===== src/rtl/rf_pkg.sv =====
// rf_pkg: shared clear-FSM states, bank constants and width helper for the banked register file
package rf_pkg;
  typedef enum logic [1:0] {IDLE, CLEAR, DONE} clr_state_e;
  localparam int BANK_GEN = 0;
  localparam int BANK_LBL = 1;
  function automatic int bank_w(input int n);
    return (n > 1) ? $clog2(n) : 1;
  endfunction
endpackage


===== src/rtl/rf_clear_fsm.sv =====
// rf_clear_fsm: walks one bank clearing an entry per cycle, then pulses clr_done
module rf_clear_fsm import rf_pkg::*; #(
  parameter int DEPTH = 8,
  parameter int BANK_W = 1,
  localparam int ADDR_W = $clog2(DEPTH)
) (
  input  logic              clk,
  input  logic              rst_n,
  input  logic              clr_req,
  input  logic [BANK_W-1:0] clr_bank,
  output logic              clear_active,
  output logic [BANK_W-1:0] clear_bank,
  output logic [ADDR_W-1:0] clear_ptr,
  output logic              busy,
  output logic              clr_done
);
  clr_state_e state, state_nx;
  logic [BANK_W-1:0] bank_nx;
  logic [ADDR_W-1:0] ptr_nx;
  always_ff @(posedge clk or negedge rst_n)
    if (!rst_n) begin
      state      <= IDLE;
      clear_bank <= '0;
      clear_ptr  <= '0;
    end else begin
      state      <= state_nx;
      clear_bank <= bank_nx;
      clear_ptr  <= ptr_nx;
    end
  always_comb begin
    state_nx = state;
    bank_nx  = clear_bank;
    ptr_nx   = clear_ptr;
    case (state)
      IDLE: if (clr_req) begin
        state_nx = CLEAR;
        bank_nx  = clr_bank;
        ptr_nx   = '0;
      end
      CLEAR: begin
        ptr_nx   = clear_ptr + 1'b1;
        state_nx = (clear_ptr == ADDR_W'(DEPTH - 1)) ? DONE : CLEAR;
      end
      default: state_nx = IDLE;
    endcase
  end
  assign clear_active = state == CLEAR;
  assign busy         = clear_active;
  assign clr_done     = state == DONE;
endmodule


===== src/rtl/banked_register_file.sv =====
// banked_register_file: NUM_BANKS x DEPTH x WIDTH registers, two registered read ports with write bypass, bulk clear
module banked_register_file import rf_pkg::*; #(
  parameter int WIDTH = 8,
  parameter int DEPTH = 8,
  parameter int NUM_BANKS = 2,
  parameter int ZERO_REG = 1,
  localparam int ADDR_W = $clog2(DEPTH),
  localparam int BANK_W = bank_w(NUM_BANKS)
) (
  input  logic              clk,
  input  logic              rst_n,
  input  logic              rd_en,
  input  logic [BANK_W-1:0] rd_bank,
  input  logic [ADDR_W-1:0] rs1,
  input  logic [ADDR_W-1:0] rs2,
  input  logic              we,
  input  logic [BANK_W-1:0] wr_bank,
  input  logic [ADDR_W-1:0] rd,
  input  logic [WIDTH-1:0]  wdata,
  input  logic              clr_req,
  input  logic [BANK_W-1:0] clr_bank,
  output logic [WIDTH-1:0]  rdata_a,
  output logic [WIDTH-1:0]  rdata_b,
  output logic              rvalid,
  output logic              busy,
  output logic              clr_done,
  output logic              wr_drop
);
  logic [WIDTH-1:0] mem [NUM_BANKS][DEPTH];
  logic clear_active;
  logic [BANK_W-1:0] clear_bank;
  logic [ADDR_W-1:0] clear_ptr;
  logic wr_valid, clr_valid, wr_zero, wr_clr, wr_ok, drop, rd_blank, zero_a, zero_b;
  logic [WIDTH-1:0] val_a, val_b;
  rf_clear_fsm #(.DEPTH(DEPTH), .BANK_W(BANK_W)) u_clear (
    .clk(clk), .rst_n(rst_n), .clr_req(clr_req), .clr_bank(clr_bank),
    .clear_active(clear_active), .clear_bank(clear_bank), .clear_ptr(clear_ptr),
    .busy(busy), .clr_done(clr_done)
  );
  // Zero-register writes vanish silently; only bad banks and the bank being cleared raise wr_drop
  always_comb begin
    wr_valid  = int'(wr_bank) < NUM_BANKS;
    clr_valid = int'(clear_bank) < NUM_BANKS;
    wr_zero   = ZERO_REG != 0 && int'(wr_bank) == BANK_GEN && rd == '0;
    wr_clr    = clear_active && wr_bank == clear_bank;
    wr_ok     = we && wr_valid && !wr_clr && !wr_zero;
    drop      = we && (!wr_valid || (wr_clr && !wr_zero));
    rd_blank  = int'(rd_bank) >= NUM_BANKS || (clear_active && rd_bank == clear_bank);
    zero_a    = ZERO_REG != 0 && int'(rd_bank) == BANK_GEN && rs1 == '0;
    zero_b    = ZERO_REG != 0 && int'(rd_bank) == BANK_GEN && rs2 == '0;
    val_a     = (rd_blank || zero_a) ? '0 : (wr_ok && wr_bank == rd_bank && rd == rs1) ? wdata : mem[rd_bank][rs1];
    val_b     = (rd_blank || zero_b) ? '0 : (wr_ok && wr_bank == rd_bank && rd == rs2) ? wdata : mem[rd_bank][rs2];
  end
  always_ff @(posedge clk or negedge rst_n)
    if (!rst_n) begin
      rdata_a <= '0;
      rdata_b <= '0;
      rvalid  <= 1'b0;
      wr_drop <= 1'b0;
    end else begin
      rvalid  <= rd_en;
      wr_drop <= drop;
      if (rd_en) begin
        rdata_a <= val_a;
        rdata_b <= val_b;
      end
    end
  always_ff @(posedge clk or negedge rst_n)
    if (!rst_n) begin
      for (int b = 0; b < NUM_BANKS; b++)
        for (int i = 0; i < DEPTH; i++)
          mem[b][i] <= '0;
    end else begin
      if (clear_active && clr_valid) mem[clear_bank][clear_ptr] <= '0;
      if (wr_ok) mem[wr_bank][rd] <= wdata;
    end
endmodule


===== config.mk =====
export PLATFORM = sky130hd
export DESIGN_NAME = banked_register_file
export DESIGN_NICKNAME = d
export VERILOG_FILES = /design/src/rtl/rf_pkg.sv /design/src/rtl/rf_clear_fsm.sv /design/src/rtl/banked_register_file.sv
export SDC_FILE = /design/constraint.sdc
export NUM_CORES = 1
export LEC_CHECK = 0
export CORE_UTILIZATION = 65
export DETAILED_ROUTE_END_ITERATION = 7
export MAX_ROUTING_LAYER = met4
export PLACE_DENSITY = 0.86
export SKIP_CTS_REPAIR_TIMING = 1
export SYNTH_ARGS = -nofsm -noshare
export SYNTH_HDL_FRONTEND = slang
export SYNTH_HIERARCHICAL = 1
export SYNTH_SLANG_ARGS = --single-unit

===== constraint.sdc =====
create_clock -name clk -period 4.3 [get_ports clk]
set_input_delay 0.86 -clock clk [delete_from_list [all_inputs] [get_ports clk]]
set_output_delay 0.86 -clock clk [all_outputs]
set_load 0.02 [all_outputs]

* Word-level counts from Yosys, hierarchy flattened
Index checks and enable logic that the tools add are counted.
** Operators by class
- Eq/ne operators :: 9
- Add/sub/neg operators :: 1
- Reduce and logical (&&, ||, !) cells :: 27
- Bitwise operators :: 11
- Magnitude comparators :: 11
- Muxes and demuxes :: 29
** Operators with widths (count)
- 64-bit two-way mux :: 5
- 128-bit two-way mux :: 2
- 128-bit bitwise AND :: 1
- 128-bit bitwise mux :: 1
- 64-bit demux with 1-bit select :: 2
- 128-bit inverter :: 1
- 8-bit two-way mux :: 10
- 8-bit binary-select mux with 3-bit select :: 2
- 8-bit demux with 3-bit select :: 2
- 4-bit >= comparator, second input constant :: 4
- 1-bit logical AND :: 16
- 3-bit inverter with 4-bit output :: 4
- 3-bit logical NOT :: 3
- 4-bit by 1-bit < comparator with 1-bit output, second input constant :: 2
- 3-bit equality test :: 2
- 2-bit >= comparator, second input constant :: 3
- 1-bit inverter with 2-bit output :: 3
- 3-bit case mux with 2 select lines :: 1
- 2-bit by 1-bit < comparator with 1-bit output, second input constant :: 2
- 2-bit two-way mux :: 2
- 2-bit case mux with 2 select lines :: 1
- 2-bit AND reduction :: 2
- 3-bit by 1-bit adder with 3-bit output, second input constant :: 1
- 1-bit equality test :: 3
- other kinds (10) :: 13
** Word-level totals
- Word-level logic and storage cells :: 111
- Input port bits :: 25
- Output and inout port bits :: 20
- Flip-flop bits (word level) :: 152

* Logic depth before layout (Yosys ltp)
Gate-level depths: netlist of the first run.
- Depth in word-level cells :: 12
- Gate-level depth with buffers :: 8
- Depth with buffers taken out :: 5

* By module
Netlist of the first run, hierarchy kept.
** Modules (own cells, without submodules)
- banked_register_file :: sequential area each 3653.5 sq um, area each 8008.9 sq um, cells each 777, times used 1
- rf_clear_fsm :: sequential area each 150.1 sq um, area each 270.3 sq um, cells each 19, times used 1

* Worst setup path before layout of the first run
OpenSTA, ideal clock, no wires.
- Kind :: input-to-reg
- Start point :: in rs1[0]
- End point :: reg rdata_a[6]
- Setup slack :: 1711 ps
- Cell stages on the path :: 7
- Required time :: 4174 ps
- Path buffers :: 3
- Setup time :: 126 ps
- Data arrival time :: 2463 ps
- Cells stage by stage :: buf_2 -> clkbuf_1 -> buf_2 -> mux4_2 -> a22oi_1 -> nand2_1 -> a221o_1
** Between the ends
- Word-level cells in the longest chain between the ends :: 6
- Elaborated cells on any way between the ends :: 11
- Those cells by class :: eq/ne (1); mux (5); bitwise (1); reduce/logical (4)
** RTL lines
- from (decl) :: line banked_register_file.sv:14 : input logic [ADDR_W-1:0] rs1,
- 3-bit inverter with 4-bit output (not written as such) :: line banked_register_file.sv:51 : val_a = (rd_blank || zero_a) ? '0 : (wr_ok && wr_bank == rd_bank && rd == rs1) ? wdata : mem[rd_bank][rs1];
- 8-bit binary-select mux with 3-bit select :: line banked_register_file.sv:51
- 8-bit two-way mux (not written as such) (2 in series) :: line banked_register_file.sv:51
- 8-bit two-way mux :: line banked_register_file.sv:51
- 8-bit two-way mux * :: line banked_register_file.sv:51
- to (signal assigned) :: line banked_register_file.sv:64 : rdata_a <= val_a;
- to (decl) :: line banked_register_file.sv:22 : output logic [WIDTH-1:0] rdata_a,
Every way passes the cells marked *; elsewhere a longest branch is shown, timed or not. The select of a mux whose other input is x is not followed.
A chain may end at the register's enable or synchronous reset.

* Final worst setup path of the first run
- Start point :: in rs1[0]
- End point :: reg rdata_a[4]
Same word-level chain as after synthesis.

==> results_dict.tcl, run 1 <==
set metrics [dict create \
    drcViolationCount 0 \
    die_h_um 115 \
    ant_nets 0 \
    slew_viol_final 0 \
    clockRootBuffer "clkbuf_16" \
    synth_xor_area_share_pct 0.846 \
    synth_edf_count 0 \
    rsz0062_at_grt "false" \
    required_ns 4.66 \
    cts_tree "built" \
    rows 40 \
    yosysSeqAreaShare_pct 45.9 \
    clock_latency_ns 0.45 \
    drive_gt1_share_pct 15.8 \
    ir_drop_mv 0.423 \
    worst_pin_slew_ns 1.31 \
    hold_viol 0 \
    dp_hpwl_um 16600 \
    drt-total-wl_um 24600 \
    setup_viol 0 \
    yosys.area_share.simple_pct 17.0 \
    synthFlopType "dfrtp_1" \
    synth-compound-area-share_pct 14.0 \
    cts_max_level 4 \
    start_util_pct 67.8 \
    slew_headroom_pct 11.6 \
    cp-end-kind "flop" \
    crit_type "primary input to flop" \
    io_pins 45 \
    crit_fanout 11 \
    antenna_found_initial 0 \
    power_density_nw_per_um2 632 \
    io_buffer_count 44 \
    netlist_area_um2 8280 \
    yosysTopAreaCellShare_pct 45.9 \
    syn_nets 823 \
    fin_area_um2 9350 \
    synth_top_family_by_area "multiplexers" \
    synth.largest_area_cell "dfrtp_1" \
    cp-startpoint "rs1[0]" \
    fmax_mhz 298 \
    synth.area.top_cells "dfrtp_1, mux4_2, nand2_1, o21ai_0, a22oi_1" \
    status "complete, no violations" \
    synth-seq-cells 152 \
    synthAdderAreaFrac_pct 0.302 \
    initialDrtViolationCount 947 \
    grt-ovfl-total 0 \
    nets 835 \
    grt_max_degree 102 \
    maxCapViolations 0 \
    clkTransAtPathRegs_ns 0.06 \
    grt_use_total_pct 42.3 \
    vias_per_cell 7.00 \
    r2r-start "u_clear/clear_bank$_DFFE_PN0P_" \
    syn_area_per_cell_um2 10.4 \
    finalWeightedCongestion 0.971 \
    synthMuxAreaShare_pct 17.7 \
    layout_common_cells "nand2_1, dfrtp_1, o21ai_0" \
    core_area_um2 12200 \
    netlist_instances 796 \
    fin_worst_skew_ns 0.0187 \
    grt_pass1_wl_um 38700 \
    num_vias 6922 \
    die_x_um 115 \
    yosys_warnings 6 \
    first_pass_iters 5 \
    cts_made_buffers 17 \
    die_area_um2 13200 \
    grt_pass1_vias 6783 \
    crit_arrival_ns 3.72 \
    layout_commonest_cell "nand2_1" \
    area_delta_synth_final_pct 13.0 \
    setup_tns_ns 0 \
    clock_path_buffers 2 \
    ys_types 42 \
    cts.sinks 152 \
    start_kind "primary input" \
    hold_path_class "primary input to async pin" \
    placed_cell_area_um2 8780 \
    diodes 0 \
    wire_per_inst_um 24.9 \
    async_flop_share_pct 100 \
    fin_crit_sh_pct 78.1 \
    fillers 803 \
    p_leak_nw 3.90 \
    fin_crit_ns 3.36 \
]
==> through the flow <==
step | util (%) | std cells | worst slack (ns) | total power, mW | hold slack (ns)
after floorplan | - | 796 | 1.71 | 3.67 | 0.452
after global placement | 71.9 | 957 | 0.659 | 4.24 | 0.486
after detailed placement | 71.9 | 957 | 0.615 | 4.39 | 0.506
after CTS | 76.6 | 989 | 1.08 | 5.86 | 0.525
after global routing | 76.6 | 989 | 0.791 | 6.20 | 0.537
final | 76.6 | 989 | 0.940 | 5.91 | 0.472
==> cells in the mapped netlist, types with 7 or more instances <==
master and number:
buf_2 20, dfrtp_1 152, nor2b_1 23, nor3_1 7
nand2_1 183, nand3_1 43, xor2_1 7, clkbuf_1 35
or3_1 16, buf_1 10, a22oi_1 32, o21ai_0 118
a221o_1 16, inv_1 9, and2_1 11, mux4_2 64
==> sequential cells by signal (all words and copies together) (netlist names) <==
name,cells
mem,128
rdata_a,8
rdata_b,8
u_clear/clear_ptr,3
u_clear/state,2
rvalid,1
u_clear/clear_bank,1
wr_drop,1
==> routing by layer <==
layer	global-route usage, %	vias up	part of all wire (%)
li1	-	2906	-
met1	56.1	3408	37
met2	60.0	515	46
met3	12.5	93	13
met4	20.8	0	4.9
met5	-	-	0
==> kinds of logic (layout without fill, tap and decap cells) <==
kind of cell             count (synthesis)  after routing
AND/OR/NAND/NOR                        306            306
AO/OA/AOI/OAI                          182            182
flip-flops                             152            152
buffers and inverters                   80            105
multiplexers                            66             66
XOR/XNOR                                 8              8
adder cells (fa/ha/maj)                  2              2
==> power breakdown <==
group	switching (mW)	leakage (nW)	internal [mW]
Clock	0.638	0.271	0.810
Sequential	0.533	2.03	2.02
Combinational	1.02	1.60	0.900
Total	2.19	3.90	3.73
==> final timing paths <==
path	endpoint	slack, ns	cells after the start
worst max-delay path	rdata_a[4]$_DFFE_PN0P_	0.94	5
min in group clk	mem[121]$_DFF_PN0_	0.52	1
max in group asynchronous	rdata_b[3]$_DFFE_PN0P_	2.78	2
worst min-delay path	mem[56]$_DFF_PN0_	0.47	1
worst min register to register	mem[121]$_DFF_PN0_	0.52	1
worst max register to register	rdata_a[4]$_DFFE_PN0P_	1.53	4
==> worst max-delay path: stages <==
cell,delay [ns]
clkdlybuf4s50_1,0.82
xor2_1,0.30
nor3_1,0.30
nor4bb_1,1.13
a221o_1,0.31
==> area by class of cell <==
class,count,area (µm²),area share (%)
multi-input combinational,564,4140,44.2
sequential,152,3800,40.7
tap,168,210,2.25
clock inverter,13,135,1.44
inverter,9,33.8,0.361
clock buffer,19,433,4.63
timing repair buffer,64,602,6.43
(Power assumes the default switching activity.)
==> inputs of run 2 (changes only) <==
--- a/config.mk
+++ b/config.mk
@@ -5,10 +5,10 @@
 export SDC_FILE = /design/constraint.sdc
 export NUM_CORES = 1
 export LEC_CHECK = 0
-export CORE_UTILIZATION = 65
+export CORE_UTILIZATION = 55
 export DETAILED_ROUTE_END_ITERATION = 7
 export MAX_ROUTING_LAYER = met4
-export PLACE_DENSITY = 0.86
+export PLACE_DENSITY = 0.77
 export SKIP_CTS_REPAIR_TIMING = 1
 export SYNTH_ARGS = -nofsm -noshare
 export SYNTH_HDL_FRONTEND = slang
==> constraint.sdc (replaced) <==
create_clock -name clk -period 2.8 [get_ports clk]
set_input_delay 0.56 -clock clk [delete_from_list [all_inputs] [get_ports clk]]
set_output_delay 0.56 -clock clk [all_outputs]
set_load 0.02 [all_outputs]
==> results_dict.tcl, run 2 (synthesized netlist as in run 1, its figures left out) <==
set metrics [dict create \
    worst_pin_slew_ns 0.825 \
    slew_headroom_pct 44.2 \
    reg2reg_depth 5 \
    crit_type "flop to primary output" \
    fin_crit_ns 2.44 \
    power_mw 9.16 \
    r2r_setup_slack_ns 0.44 \
    ir_drop_mv 0.513 \
    clockRootBuffer "clkbuf_16" \
    grt_pass1_vias 6879 \
    fin_area_um2 9610 \
    vias_per_cell 6.72 \
    met3_usage_pct 6.74 \
    slowest_stage "clkdlybuf4s50_1" \
    critPathCapture "busy" \
    start_kind "flop" \
    io_buffer_count 44 \
    cp-startpoint "u_clear/state[1]$_DFFE_PN0P_" \
    cts_tree "built" \
    drcViolationCount 0 \
    diodes 0 \
    rows 44 \
    largest_reg_flops 128 \
    crit_arrival_ns 1.88 \
    cts.sinks 152 \
    antenna_found_initial 0 \
    cp-end-kind "primary output" \
    grt_max_degree 72 \
    layout_commonest_cell "nand2_1" \
    hold_path_class "primary input to async pin" \
    ant_nets 0 \
    layout_common_cells "nand2_1, dfrtp_1, o21ai_0" \
    clkTransAtPathRegs_ns 0.06 \
    grt-ovfl-total 0 \
    regMostFlops "mem" \
    required_ns 2.24 \
    fin_crit_sh_pct 87.3 \
    hold_viol 0 \
    fmax_mhz 409 \
    met2_usage_pct 52.0 \
    die_h_um 125 \
    drt-total-wl_um 25100 \
    instances_no_fill 1032 \
    setup_viol 0 \
    num_vias 6936 \
    dp.cells 1000 \
    dp_hpwl_um 18200 \
    initialDrtViolationCount 913 \
    rsz0062_at_grt "false" \
    top_usage_layer "met2" \
    grt_pass1_wl_um 39500 \
    r2r-start "u_clear/state[0]$_DFFE_PN0P_" \
    max_stage_delay_ns 0.65 \
    maxCapViolations 0 \
    wire_per_inst_um 24.3 \
    placed_cell_area_um2 9030 \
    area_delta_synth_final_pct 16.1 \
    r2r_end "rdata_a[7]$_DFFE_PN0P_" \
    fillers 1047 \
    p_leak_nw 4.03 \
    cts_max_level 4 \
    crit_fanout 17 \
    hold_ws_ns 0.151 \
    status "complete, no violations" \
    start_util_pct 56.7 \
    grt_use_total_pct 35.1 \
    power_density_nw_per_um2 954 \
    die_x_um 125 \
    core_area_um2 14600 \
    nets 862 \
    slew_viol_final 0 \
    cts_made_buffers 17 \
    io_pins 45 \
    post-place-ws_ns -0.309 \
    fin_worst_skew_ns 0.00799 \
    crit_path_cell_trace "and2b_4 > clkdlybuf4s50_1" \
    first_pass_iters 5 \
    clock_latency_ns 0.43 \
    finalWeightedCongestion 0.966 \
    drive_gt1_share_pct 18.4 \
    postLayoutCoreUtil_pct 65.9 \
    die_area_um2 15500 \
    setup_tns_ns 0 \
    reg_top3 "mem: 128 flops, rdata_a: 8 flops, rdata_b: 8 flops" \
    clock_path_buffers 2 \
    met1_usage_pct 48.5 \
    setup_ws_ns 0.356 \
]
-- run 2: critical path, delay by kind of cell, from the launching register on --
kind | cells | cell delay, ns
AND/OR/NAND/NOR | 1 | 0.41
flip-flops | 1 | 0.40
buffers and inverters | 1 | 0.65
-- run 2: layout make-up --
type / count / area (µm²) / share of cell area (%)
multi-input cells: 564 / 4150 / 43.2
flip-flops and latches: 152 / 3800 / 39.6
repair buffers: 91 / 830 / 8.63
clock buffers: 22 / 444 / 4.62
well taps: 184 / 230 / 2.40
clock inverters: 10 / 121 / 1.26
inverters: 9 / 33.8 / 0.352
-- run 2: report_power, final --
group	leakage, nW	internal, mW	total (mW)	switching, mW
Clock	0.261	1.32	2.21	0.891
Sequential	2.03	3.10	3.97	0.874
Combinational	1.74	1.43	2.99	1.56
-- run 2: worst min-delay path by stage --
stage / startpoint / to / slack [ns] / depth (start not counted)
2_1_floorplan: rst_n / mem[0]$_DFF_PN0_ / 0.26 / 0
3_3_place_gp: mem[127]$_DFF_PN0_ / mem[127]$_DFF_PN0_ / 0.49 / 1
3_5_place_dp: mem[127]$_DFF_PN0_ / mem[127]$_DFF_PN0_ / 0.50 / 1
4_1_cts: rst_n / mem[97]$_DFF_PN0_ / 0.17 / 1
5_1_grt: rst_n / mem[100]$_DFF_PN0_ / 0.20 / 1
6_report: rst_n / mem[97]$_DFF_PN0_ / 0.15 / 1
-- run 2: layer usage --
metal | up-vias | share of wire (%)
met5 | - | 0
met4 | 0 | 2.9
met3 | 57 | 11
met2 | 440 | 46
met1 | 3469 | 40
li1 | 2970 | -
